### src/rtl/btn_up_pulse_if.sv
// Button front-end bus: raw button and repeat enable in, step pulse and
// debounced level out.
//   btn_raw    raw button, active-high, asynchronous to clk, may bounce
//   rpt_en     auto-repeat enable while held, synchronous to clk
//   up         one-cycle step pulse toward the counter
//   btn_level  debounced button level
// master drives the button side; slave is the pulse generator.
interface btn_up_pulse_if;
  logic btn_raw;
  logic rpt_en;
  logic up;
  logic btn_level;

  modport master (
    output btn_raw,
    output rpt_en,
    input  up,
    input  btn_level
  );

  modport slave (
    input  btn_raw,
    input  rpt_en,
    output up,
    output btn_level
  );
endinterface

### src/rtl/btn_up_pulse.sv
// Push-button front end for the two-digit base-3 counter. Synchronises and
// debounces a raw button, emits one registered `up` pulse per press and,
// with rpt_en set, auto-repeat pulses while the button stays held.
//   clk    system clock, rising edge
//   n_rst  asynchronous active-low reset
//   bus    btn_up_pulse_if.slave: btn_raw, rpt_en in; up, btn_level out
module btn_up_pulse #(
  parameter int unsigned DEB_CYCLES = 4,
  parameter int unsigned REPEAT_DLY = 16,
  parameter int unsigned REPEAT_PER = 8,
  parameter int unsigned CNT_W      = 8
) (
  input logic           clk,
  input logic           n_rst,
  btn_up_pulse_if.slave bus
);

  localparam logic [CNT_W-1:0] DebLast = CNT_W'(DEB_CYCLES - 1);
  localparam logic [CNT_W-1:0] DlyLast = CNT_W'(REPEAT_DLY - 1);
  localparam logic [CNT_W-1:0] PerLast = CNT_W'(REPEAT_PER - 1);
  localparam logic [CNT_W-1:0] CntOne  = CNT_W'(1);

  typedef enum logic [1:0] {StIdle, StHold, StRpt} state_e;

  logic [1:0]       sync_q;
  logic             btn_s;
  logic [CNT_W-1:0] deb_cnt_q, deb_cnt_d;
  logic             level_q, level_d;
  logic [CNT_W-1:0] rt_q, rt_d;
  logic             up_q, up_d;
  state_e           state_q, state_d;
  logic             rise, fall;

  assign btn_s = sync_q[1];

  // Debounce: level only follows btn_s after DEB_CYCLES consecutive disagreeing cycles.
  always_comb begin
    level_d   = level_q;
    deb_cnt_d = '0;
    if (btn_s != level_q) begin
      if (deb_cnt_q == DebLast) begin
        level_d = ~level_q;
      end else begin
        deb_cnt_d = deb_cnt_q + CntOne;
      end
    end
  end

  // Edges of the next level value, so the press pulse registers alongside btn_level.
  assign rise = level_d & ~level_q;
  assign fall = ~level_d & level_q;

  always_comb begin
    state_d = state_q;
    rt_d    = rt_q;
    up_d    = 1'b0;
    if (fall) begin
      // Release beats any repeat falling due in the same cycle.
      state_d = StIdle;
      rt_d    = '0;
    end else begin
      unique case (state_q)
        StIdle: begin
          if (rise) begin
            up_d    = 1'b1;
            rt_d    = '0;
            state_d = StHold;
          end
        end
        StHold: begin
          if (!bus.rpt_en) begin
            rt_d = '0;
          end else if (rt_q == DlyLast) begin
            up_d    = 1'b1;
            rt_d    = '0;
            state_d = StRpt;
          end else begin
            rt_d = rt_q + CntOne;
          end
        end
        StRpt: begin
          // Dropping rpt_en falls back to HOLD so re-enabling waits the full delay.
          if (!bus.rpt_en) begin
            rt_d    = '0;
            state_d = StHold;
          end else if (rt_q == PerLast) begin
            up_d = 1'b1;
            rt_d = '0;
          end else begin
            rt_d = rt_q + CntOne;
          end
        end
        default: begin
          state_d = StIdle;
          rt_d    = '0;
        end
      endcase
    end
  end

  always_ff @(posedge clk or negedge n_rst) begin
    if (!n_rst) begin
      sync_q    <= '0;
      deb_cnt_q <= '0;
      level_q   <= 1'b0;
      rt_q      <= '0;
      up_q      <= 1'b0;
      state_q   <= StIdle;
    end else begin
      sync_q    <= {sync_q[0], bus.btn_raw};
      deb_cnt_q <= deb_cnt_d;
      level_q   <= level_d;
      rt_q      <= rt_d;
      up_q      <= up_d;
      state_q   <= state_d;
    end
  end

  assign bus.up        = up_q;
  assign bus.btn_level = level_q;

endmodule
### src/flat_wrapper.sv
// flat-port wrapper written by rule: the top's interface ports become plain ports
module btn_up_pulse_flat 
#(
  parameter int unsigned DEB_CYCLES = 4,
  parameter int unsigned REPEAT_DLY = 16,
  parameter int unsigned REPEAT_PER = 8,
  parameter int unsigned CNT_W      = 8
)
  (clk, n_rst, bus_btn_raw, bus_rpt_en, bus_up, bus_btn_level);
  btn_up_pulse_if bus_i ();
  input logic clk;
  input logic n_rst;
  input wire logic [$bits(bus_i.btn_raw)-1:0] bus_btn_raw;
  input wire logic [$bits(bus_i.rpt_en)-1:0] bus_rpt_en;
  output wire logic [$bits(bus_i.up)-1:0] bus_up;
  output wire logic [$bits(bus_i.btn_level)-1:0] bus_btn_level;
  assign bus_i.btn_raw = bus_btn_raw;
  assign bus_i.rpt_en = bus_rpt_en;
  assign bus_up = bus_i.up;
  assign bus_btn_level = bus_i.btn_level;
  btn_up_pulse #(.DEB_CYCLES(DEB_CYCLES), .REPEAT_DLY(REPEAT_DLY), .REPEAT_PER(REPEAT_PER), .CNT_W(CNT_W)) u_core (.clk(clk), .n_rst(n_rst), .bus(bus_i));
endmodule
### config.mk
export PLATFORM = sky130hd
export DESIGN_NAME = btn_up_pulse_flat
export DESIGN_NICKNAME = d
export VERILOG_FILES = /design/src/rtl/btn_up_pulse_if.sv /design/src/rtl/btn_up_pulse.sv /design/src/flat_wrapper.sv
export SDC_FILE = /design/constraint.sdc
export NUM_CORES = 1
export LEC_CHECK = 0
export CAP_MARGIN = 20
export CELL_PAD_IN_SITES_DETAIL_PLACEMENT = 2
export CELL_PAD_IN_SITES_GLOBAL_PLACEMENT = 2
export CORE_UTILIZATION = 36
export CTS_BUF_LIST = sky130_fd_sc_hd__clkbuf_8
export CTS_CLUSTER_SIZE = 10
export DETAILED_ROUTE_END_ITERATION = 8
export PLACE_DENSITY = 0.76
export SYNTH_ARGS = -nofsm -noshare
export SYNTH_HDL_FRONTEND = slang
export SYNTH_SLANG_ARGS = --single-unit
### constraint.sdc
create_clock -name clk -period 1.65 [get_ports clk]
set_input_delay 0.2475 -clock clk [delete_from_list [all_inputs] [get_ports clk]]
set_output_delay 0.2475 -clock clk [all_outputs]
set_load 0.005 [all_outputs]
==> results.yml <==
pwr:
  internal_power_mw: 1.26
  swShare: 0.382
  switchingPower_uw: 781
  p_seq_frac: 0.321
  leakagePower_nw: 0.787
  power_density_mw_per_mm2: 1180
  ir_drop_mv: 0.631
  finalPower_mw: 2.04
  clkPwrFrac: 0.166
  pwr-share-comb: 0.514
sta:
  hold_ws_ns: 0.349
  fin_crit_sh: 1.06
  rsz0062_at_grt: "true"
  maxSlewViolCount: 0
  clock_skew_ns: 0.00240
  setup_ws_ns: -0.0995
  setup_violations: 6
  tns_ns: -0.411
  slew_headroom: 0.800
  clock.fmax_mhz: 572
  period_minus_slack_ns: 1.75
  hold_violations: 0
  tightest_slew_ns: 0.300
grt:
  grt_max_degree: 23
  grtUsageTotal: 0.217
  grt_overflow: 0
  grt_pass1_wl_um: 5740
  antenna_found_initial: 0
  grt_pass1_vias: 1189
setup_path:
  cp_top_family: "simple AND/OR/NAND/NOR gates"
  startpoint_type: "flop"
  r2r_slack_ns: -0.1
  critPathBufInv: 0
  path_class: "flop to flop"
  crit_arrival_ns: 1.94
  critPathSlowestCell: "or3_4"
  crit_chain: "ha_2 -> nor3b_4 -> a31oi_4 -> or3_4 -> a21o_1 -> o21ai_1"
  endpoint_kind: "flop"
  cp.required_ns: 1.84
  cp_max_fo: 6
  max_stage_delay_ns: 0.40
clocking:
  cts_tree: "built"
  numCtsBuffers: 3
  clk_pin_slew_ns: 0.08
  hold_buffers: 0
  clock_path_buffers: 2
  clk_latency_ns: 0.26
  cts_num_sinks: 22
  root_buffer: "clkbuf_8"
  h-tree-depth: 1
die:
  start_util: 0.375
  core_mm2: 0.00334
  die_h_um: 61.0
  die_w_um: 61.0
  dieArea_mm2: 0.00372
  io_pins: 6
  std_cell_rows: 21
cells_and_area:
  nFillCells: 368
  multi_input_area_um2: 758
  seq_area_um2: 551
  diodes: 0
  drive_gt1_frac: 0.380
  fin_nets: 176
  syn2layout_area_growth_pct: 38.1
route:
  wl_per_cell_um: 17.1
  vias: 1076
  dr.pass1.iters: 3
  drt-initial-drc-count: 14
  ant_nets: 0
  viasPerCell: 5.15
  drc_errors: 0
  drt-total-wl_um: 3580
synthesis:
  synthCells: 125
  yosys_warnings: 0
  postSynthAreaPerCell_um2: 10.0
  synth_area_mm2: 0.00125
  ys_seq_area_frac: 0.440
  ys_seq_elements: 22
  syn_nets: 136
  synthDistinctLibCells: 35
placed_design:
  port_buffers: 5
  routabilityCongestion: 0.775
  post-dp-hpwl_um: 2710
run_status:
  violations: "negative setup slack"
  status: "complete, but fails checks"
hold_path:
  min_path_type: "input port to asynchronous set/reset pin"
job:
  cap_violations: 0
==> what timing repair did <==
item | in CTS | in global routing
gates resized for setup | 10 | 14
endpoints found under the setup margin | 18 | 11
gates cloned | 0 | 0
setup buffers | 3 | 4
pin swaps | 2 | 3
==> synth_stat cells, drive strengths merged <==
cell	count	area, µm²
a211oi	1	7.51
a21o	1	7.51
a21oi	3	18.8
a22o	3	26.3
a31oi	1	21.3
a41oi	2	17.5
and2	1	6.26
and3	4	27.5
clkbuf	2	7.51
dfrtp	22	551
ha	7	87.6
inv	6	22.5
mux2	1	11.3
mux2i	1	10.0
nand2	13	48.8
nand3	9	45.0
nor2	14	55.1
nor2b	2	12.5
nor3	4	20.0
nor3b	1	12.5
nor4	3	40.0
nor4b	1	23.8
o211ai	1	12.5
o21ai	8	40.0
o21bai	1	7.51
o2bb2ai	2	17.5
o41ai	1	8.76
or3	1	6.26
xnor2	3	26.3
xor2	6	52.6
==> layer usage <==
metal  GRT usage  wire (µm)
met2       0.378       1970
met4      0.0812         17
met3      0.0277         35
met1       0.273       1550
met5           0          0
==> logic make-up after synthesis <==
family / Yosys count / synth area share
and+or+nand+nor: 53 / 0.238
AOI/OAI and AO/OA: 24 / 0.148
DFF: 22 / 0.440
xor gates and xnor gates: 9 / 0.0630
buffers and inverters: 8 / 0.0240
adders and majority gates: 7 / 0.0700
muxes: 2 / 0.0170
==> sequential cells by signal, indices dropped and copies added, names as in the netlist <==
signal / count
u_core.bus.btn_level: 1
u_core.bus.up: 1
u_core.deb_cnt_q: 8
u_core.rt_q: 8
u_core.state_q: 2
u_core.sync_q: 2
==> worst paths after layout <==
check                                    startpoint                end  cells past startpoint
max in group asynchronous                     n_rst     u_core.rt_q[0]                      2
worst min-delay path                          n_rst  u_core.state_q[1]                      2
min in group clk                   u_core.sync_q[0]   u_core.sync_q[1]                      0
worst min register to register     u_core.sync_q[0]   u_core.sync_q[1]                      0
worst max-delay path            u_core.deb_cnt_q[1]     u_core.rt_q[4]                      6
worst max register to register  u_core.deb_cnt_q[1]     u_core.rt_q[4]                      6
==> area by class of cell <==
type / count / share of cell area
flip-flops and latches: 22 / 0.319
well taps: 46 / 0.0333
clock buffers: 3 / 0.0239
inverters: 6 / 0.0130
multi-input cells: 95 / 0.439
repair buffers: 37 / 0.172
==> power by group through the flow <==
stage          Sequential (mW)  Clock [mW]  Combinational (mW)
2_1_floorplan            0.680           0               0.442
3_3_place_gp             0.656           0               0.807
3_5_place_dp             0.664           0               0.856
4_1_cts                  0.654       0.355               0.940
5_1_grt                  0.662       0.371                1.14
6_report                 0.656       0.339                1.05
==> placed cells by master (no fill, tap or decap), types with 2 or more instances in the layout <==
master / instances
o21ai_1: 7
buf_4: 30
ha_2: 4
nor2_1: 13
nand3_1: 9
xnor2_1: 3
o2bb2ai_1: 2
buf_6: 2
nand2_2: 3
and3_2: 2
ha_1: 3
nor4_4: 2
xor2_1: 6
inv_1: 5
nor2b_1: 2
a21oi_1: 2
clkbuf_8: 3
nor3_1: 2
a41oi_2: 2
nand2_1: 10
and3_1: 2
dfrtp_1: 22
clkdlybuf4s50_1: 5
a22o_1: 3
==> metrics by stage <==
stage               worst slack, ns  area (µm²)   util  instances
floorplan                   -0.0284        1280      -        125
global placement            -0.0409        1560  0.469        199
detailed placement           -0.134        1560  0.469        199
CTS                         -0.0952        1660  0.498        205
global route                 -0.173        1730  0.518        209
finish                      -0.0995        1730  0.518        209
Note: power is estimated with default switching activity, not from simulation.
